**src/rtl/hazard_ctrl.sv**
```systemverilog
// Load-use stall and branch/jump flush controller for the 5-stage MIPS pipeline.
// Optional saturating stall/flush statistics are built when HAZARD_STATS_EN is defined.
module hazard_ctrl #(
  parameter int unsigned LOAD_STALL_CYCLES = 1,
  parameter int unsigned CNT_W             = 4
) (
  input  logic        Clock,
  input  logic        Reset,
  input  logic        IDEX_MemRead,
  input  logic [31:0] IDEX_Instruction,
  input  logic [31:0] IFID_Instruction,
  input  logic        Branch_Taken,
  input  logic        Jump,
  output logic        PCWrite,
  output logic        IFIDWrite,
  output logic        IDEX_Flush,
  output logic        IFID_Flush,
  output logic        Stall_Active,
  output logic [15:0] StallCycles,
  output logic [15:0] FlushCount
);

  if (LOAD_STALL_CYCLES == 0 || LOAD_STALL_CYCLES >= (32'd1 << CNT_W)) begin : g_bad_param
    $error("hazard_ctrl: LOAD_STALL_CYCLES must be 1..2**CNT_W-1");
  end

  typedef enum logic {RUN, LSTALL} state_t;

  state_t           state, state_next;
  logic [CNT_W-1:0] cnt, cnt_next;

  logic [4:0] ex_rt, id_rs, id_rt;
  logic       lu_hazard, redirect;
  logic       unused_bits;

  assign ex_rt = IDEX_Instruction[20:16];
  assign id_rs = IFID_Instruction[25:21];
  assign id_rt = IFID_Instruction[20:16];
  assign unused_bits = ^{IDEX_Instruction[31:21], IDEX_Instruction[15:0],
                         IFID_Instruction[31:26], IFID_Instruction[15:0]};

  // id_rt is compared even for I-type consumers, trading an occasional spurious bubble for no decode
  assign lu_hazard = IDEX_MemRead && (ex_rt != 5'd0) && ((ex_rt == id_rs) || (ex_rt == id_rt));
  assign redirect  = Branch_Taken || Jump;

  // NOTE: sequential state uses non-blocking assignments so every flop samples pre-edge values.
  always_ff @(posedge Clock) begin
    if (Reset) begin
      state <= RUN;
      cnt   <= '0;
    end else begin
      state <= state_next;
      cnt   <= cnt_next;
    end
  end

  // NOTE: every combinational output gets a default first so no path leaves it unassigned (no latch).
  always_comb begin
    state_next = state;
    cnt_next   = cnt;
    case (state)
      RUN: begin
        if (lu_hazard && (LOAD_STALL_CYCLES > 1)) begin
          state_next = LSTALL;
          cnt_next   = CNT_W'(LOAD_STALL_CYCLES - 2);
        end
      end
      LSTALL: begin
        if (cnt == '0) state_next = RUN;
        else           cnt_next   = cnt - 1'b1;
      end
      default: state_next = RUN;
    endcase
  end

  // Mealy outputs: the first stall cycle is decided in RUN from the live hazard compare
  always_comb begin
    PCWrite    = 1'b1;
    IFIDWrite  = 1'b1;
    IDEX_Flush = 1'b0;
    IFID_Flush = 1'b0;
    if (!Reset) begin
      case (state)
        RUN: begin
          if (lu_hazard) begin
            PCWrite    = 1'b0;
            IFIDWrite  = 1'b0;
            IDEX_Flush = 1'b1;
          end else if (redirect) begin
            IFID_Flush = 1'b1;
          end
        end
        LSTALL: begin
          PCWrite    = 1'b0;
          IFIDWrite  = 1'b0;
          IDEX_Flush = 1'b1;
        end
        default: ;
      endcase
    end
  end

  assign Stall_Active = ~PCWrite;

`ifdef HAZARD_STATS_EN
  logic [15:0] stall_cnt_q, flush_cnt_q;

  always_ff @(posedge Clock) begin
    if (Reset) begin
      stall_cnt_q <= '0;
      flush_cnt_q <= '0;
    end else begin
      if (Stall_Active && (stall_cnt_q != 16'hFFFF)) stall_cnt_q <= stall_cnt_q + 16'd1;
      if (IFID_Flush && (flush_cnt_q != 16'hFFFF))   flush_cnt_q <= flush_cnt_q + 16'd1;
    end
  end

  assign StallCycles = stall_cnt_q;
  assign FlushCount  = flush_cnt_q;
`else
  assign StallCycles = 16'h0000;
  assign FlushCount  = 16'h0000;
`endif

endmodule

```
**config.mk**
```make
export PLATFORM = sky130hd
export DESIGN_NAME = hazard_ctrl
export DESIGN_NICKNAME = d
export VERILOG_FILES = /design/src/rtl/hazard_ctrl.sv
export SDC_FILE = /design/constraint.sdc
export NUM_CORES = 1
export LEC_CHECK = 0
export ABC_CLOCK_PERIOD_IN_PS = 5300
export CORE_MARGIN = 5
export CORE_UTILIZATION = 23
export DETAILED_ROUTE_END_ITERATION = 6
export GPL_ROUTABILITY_DRIVEN = 0
export PLACE_DENSITY = 0.85
export SETUP_SLACK_MARGIN = 0.5
export SLEW_MARGIN = 20
export SYNTH_ARGS = -nofsm -noshare
export SYNTH_HDL_FRONTEND = slang
export SYNTH_SLANG_ARGS = --single-unit
export TNS_END_PERCENT = 5
```
**constraint.sdc**
```tcl
create_clock -name Clock -period 5.3 [get_ports Clock]
set_clock_uncertainty 0.15 [all_clocks]
set_input_delay 1.06 -clock Clock [delete_from_list [all_inputs] [get_ports Clock]]
set_output_delay 1.06 -clock Clock [all_outputs]
set_load 0.02 [all_outputs]
```
Yosys cells after proc, flatten, opt, wreduce, memory -nomap -nowiden --
Cells that the tools add are included.
Storage, ports and cells: bits in registers 5, input port bits 69, output and inout port bits 37, word-level logic and storage cells 27
Cells by class: add/sub/neg operators 1, equality and inequality tests 2, mux-type cells 11, bitwise gates (word level) 3, reductions and logical operators 8
Operator list (number):
- $eq A5 B5 Y1 | 2
- $mux W1 | 9
- $reduce_bool A5 Y1 | 1
- $logic_not A4 Y1 | 1
- $pmux W1 S2 | 2
- $sub A4 B1 Y4 const B | 1
- $not A1 Y1 | 3
- $logic_and A1 B1 Y1 | 2
- $logic_or A1 B1 Y1 | 2
- $reduce_and A2 Y1 | 1
- $reduce_or A2 Y1 | 1

Longest topological paths before layout --
word-level depth 7, depth in mapped cells 6, depth with buffers taken out 6

Worst setup path after synthesis --
OpenSTA, ideal clock, no wires.
path type input port to output port, from input IDEX_Instruction[17], to output PCWrite, arrival time 2418 ps, required time 4090 ps, slack 1672 ps, stages 5, buffers on the path 1, cells stage by stage or4_1 o21ai_2 nor2_1 a21oi_1 buf_4
On the way: word-level cells in the longest chain between the ends 6
RTL lines:
- start: declaration | line 10 | input logic [31:0] IDEX_Instruction,
- $eq A5 B5 Y1 / $reduce_bool A5 Y1 (equally long branches) | line 43 | assign lu_hazard = IDEX_MemRead && (ex_rt != 5'd0) && ((ex_rt == id_rs) || (ex_rt == id_rt));
- $logic_or A1 B1 Y1 / $logic_and A1 B1 Y1 (equally long branches) | line 43
- $logic_and A1 B1 Y1 (*) | line 43
- $mux W1 (*)
- $pmux W1 S2 (*)
- $mux W1 (*)
- end: declaration | line 14 | output logic PCWrite,
Mark *: on every way between the ends. The rest lies on a longest branch, timed or not.

Worst setup path in the final report --
from input IDEX_Instruction[17], to output PCWrite
On the way: word-level cells in the longest chain between the ends 6
RTL lines:
- $eq A5 B5 Y1 / $reduce_bool A5 Y1 (equally long branches) | line 43
- $logic_or A1 B1 Y1 / $logic_and A1 B1 Y1 (equally long branches) | line 43
- $logic_and A1 B1 Y1 (*) | line 43
- $mux W1 (*) | line 85 | if (lu_hazard) begin
- $pmux W1 S2 (*) | line 83 | case (state)
- $mux W1 (*) | line 82 | if (!Reset) begin
Marks and branches as above.

==> metrics.md <==
| Metric | Value |
|---|---|
| Ratio of cells with drive above 1 in the final layout | `around 4.7%` |
| Final antenna-violating net count | `0` |
| Cts hold-fix bufs | `0` |
| Crit path from | `IDEX_Instruction[17]` |
| CTS max path bufs | `2` |
| WP data required | `4.09 ns` |
| Top cell by count, worst path | `clkdlybuf4s50_1` |
| CTS H-Tree Depth | `1` |
| DR vias | `500` |
| Max-cap viol count | `0` |
| Cell row count | `19` |
| Synth Warn # | `0` |
| Arr. time, crit path | `3.16 ns` |
| Reg-to-Reg End | `cnt[3]$_SDFFE_PP0P_` |
| Worst hold slack | `0.376 ns` |
| Grt ovf | `0` |
| Max stage delay on crit path | `0.64 ns` |
| Worst Path Buf+Inv | `2` |
| Period utilization | `82.5%` |
| Total GRT Usage | `under 10%` |
| Yosys reg bits | `5` |
| Status | `completed` |
| Die height | `62.9 um` |
| Starting Density | `23.7%` |
| Initial DRC count | `8` |
| Area Growth Syn to Fin | `25.9%` |
| Slowest-stage cell, CP | `clkdlybuf4s50_1` |
| # port buffers | `24` |
| Vias per inst | `3.65` |
| Placed Cells incl. Taps | `133` |
| Peak Freq | `229 MHz` |
| Antenna diodes | `0` |
| Post-Synthesis Cells | `81` |
| Seq/Total Area, Yosys | `15.6%` |
| IR drop worst, VDD | `just over 0.00007 V` |
| CP delay by family, top | `buffers and inverters` |
| Drt pass-1 iters | `3` |
| # setup viols final | `0` |
| Pre-CTS setup slack | `0.925 ns` |
| Post-CTS Setup Inserts | `0` |
| Largest net degree at the start of global routing | `9` |
| CTS resizes | `0` |
| Die W | `between 60 and 70 um` |
| Post-Place Cell Area | `783 um2` |
| Worst hold path class | `register to register` |
| PD cells | `between 150 and 200 mW/mm2` |
| Element type at the critical path end | `output pin` |
| Die ar. | `0.00395 mm2` |
| Crit-path cells | `clkdlybuf4s50_1, or4_1, o21ai_2, nor2_1, a21oi_1, clkdlybuf4s50_1` |
| Crit Path Class | `input port to output pin` |
| Most frequent cells in the layout | `conb_1 (32), clkdlybuf4s50_1 (24), xnor2_1 (11)` |
| Pins Over Slew Limit | `0` |
| Crit-path max FO | `3` |
| Setup TNS | `0 ns` |
| First-pass GRT wire length | `between 1500 and 2000 um` |
| Overall Power | `0.136 mW` |
| Final core occ | `29.9%` |
| Vias in the first global route | `roughly 430` |
| Drt total wl | `1230 um` |
| TritonCTS clock tree | `built` |
| Clk root buf | `clkbuf_4` |
| Commonest non-fill, non-tap cell in the layout | `conb_1` |
| FF-to-FF Start | `cnt[0]$_SDFFE_PP0P_` |
| Min Tclk post-route | `4.37 ns` |
| Wire per inst | `8.99 um` |
| Type of origin of the critical path | `input port` |
| Reg2Reg Depth | `6` |
| Final hold violation count | `0` |
| Netlist cell types | `24` |
| Core Region | `0.00271 mm2` |
| Clk Latency, worst-skew pair | `around 0.24 ns` |
| Crit path capture | `PCWrite` |
| Total CTS buffers | `3` |
| Initial antenna violation count | `0` |
| Drt drc | `0` |
| Stages on the worst setup path | `6` |
| # clock sinks | `5` |
| Reg clk slew, reported paths | `approximately 0.040 ns` |
| Leak | `0.348 nW` |
| Post-layout instance area | `around 800 um2` |
| Fillcell total | `306` |
| Detailed placement HPWL | `1110 um` |
| I/O pins | `roughly 110` |
| # nets final | `177` |
| RSZ-0062 raised after global routing | `no` |
| Syn_area_per_cell | `7.94 um2` |
| Synthesized area | `643 um2` |
| Finished Layout Cells | `between 100 and 150` |
| PnR worst setup slack | `0.930 ns` |
| Reg2Reg Setup Slack | `between 3 and 4 ns` |
## worst min path at each step
| stage | cells after the start | endpoint | start | slack, ns |
|---|---|---|---|---|
| after floorplan | 2 | cnt[1]$_SDFFE_PP0P_ | cnt[1]$_SDFFE_PP0P_ | 0.34 |
| after global placement | 2 | cnt[1]$_SDFFE_PP0P_ | cnt[1]$_SDFFE_PP0P_ | 0.35 |
| after detailed placement | 2 | cnt[1]$_SDFFE_PP0P_ | cnt[1]$_SDFFE_PP0P_ | 0.37 |
| after CTS | 2 | cnt[1]$_SDFFE_PP0P_ | cnt[1]$_SDFFE_PP0P_ | 0.38 |
| after global routing | 2 | cnt[1]$_SDFFE_PP0P_ | cnt[1]$_SDFFE_PP0P_ | 0.44 |
| final | 2 | cnt[1]$_SDFFE_PP0P_ | cnt[1]$_SDFFE_PP0P_ | 0.38 |
## cell families (layout without fill, tap and decap cells)
family,Yosys count,after routing,share of synthesized area [%]
adders and majority gates,1,1,1.95
AOI/OAI and AO/OA,10,10,12.5
xor gates and xnor gates,13,13,17.7
buffers and inverters,37,31,41.4
other,1,32,0.583
and+or+nand+nor,14,14,10.3
DFF,5,5,15.6
## state kept, by name, indices dropped and copies added (netlist names)
register,cells
cnt,4
state,1
## worst min-delay path: cells and delay by family, from the launching register on
family / cells / cell delay [ns]
simple gates: 1 / 0.10
flops: 1 / 0.32
compound gates: 1 / 0.05
## layout make-up
| cell class | instances | area [um2] | area share [%] |
|---|---|---|---|
| multi-input combinational | 70 | 393 | 48.5 |
| timing repair buffer | 24 | 240 | 29.7 |
| inverter | 3 | 11.3 | 1.39 |
| tap | 31 | 38.8 | 4.79 |
| clock buffer | 4 | 26.3 | 3.25 |
| sequential | 5 | 100 | 12.4 |
## metal layers
| layer | global-route usage [%] | vias to the layer above | wire length (um) |
|---|---|---|---|
| met5 | 0 | - | 0 |
| met4 | 3.18 | 0 | 20 |
| met3 | 3.78 | 2 | 201 |
| met2 | 9.74 | 34 | 616 |
| met1 | 4.84 | 217 | 392 |
| li1 | - | 247 | - |
## where the power goes
part           internal, mW  total, mW         switching (mW)
registers            0.0377     0.0377  0.0000000000000000748
clock network        0.0285     0.0446                 0.0161
logic                0.0216     0.0532                 0.0317
total                0.0878      0.136                 0.0478
## cell usage after synthesis, drive strengths merged
cell type	n	share of area [%]
nor2b	1	0.97
a21o	1	1.2
o221a	1	1.8
dfxtp	5	16
o21ai	1	1.4
xor2	2	2.7
buf	34	40
a21oi	1	0.78
inv	3	1.8
and2b	1	1.2
xnor2	11	15
o22ai	1	0.97
o31a	1	1.4
nor3	1	0.78
conb	1	0.58
o211ai	1	1.2
o311ai	1	1.4
o22a	1	1.4
a211oi	1	1.2
nand2	2	1.2
nor2	6	3.5
nand3	2	1.6
ha	1	1.9
or4	1	1.2
Power figures use the tool's default switching activity.
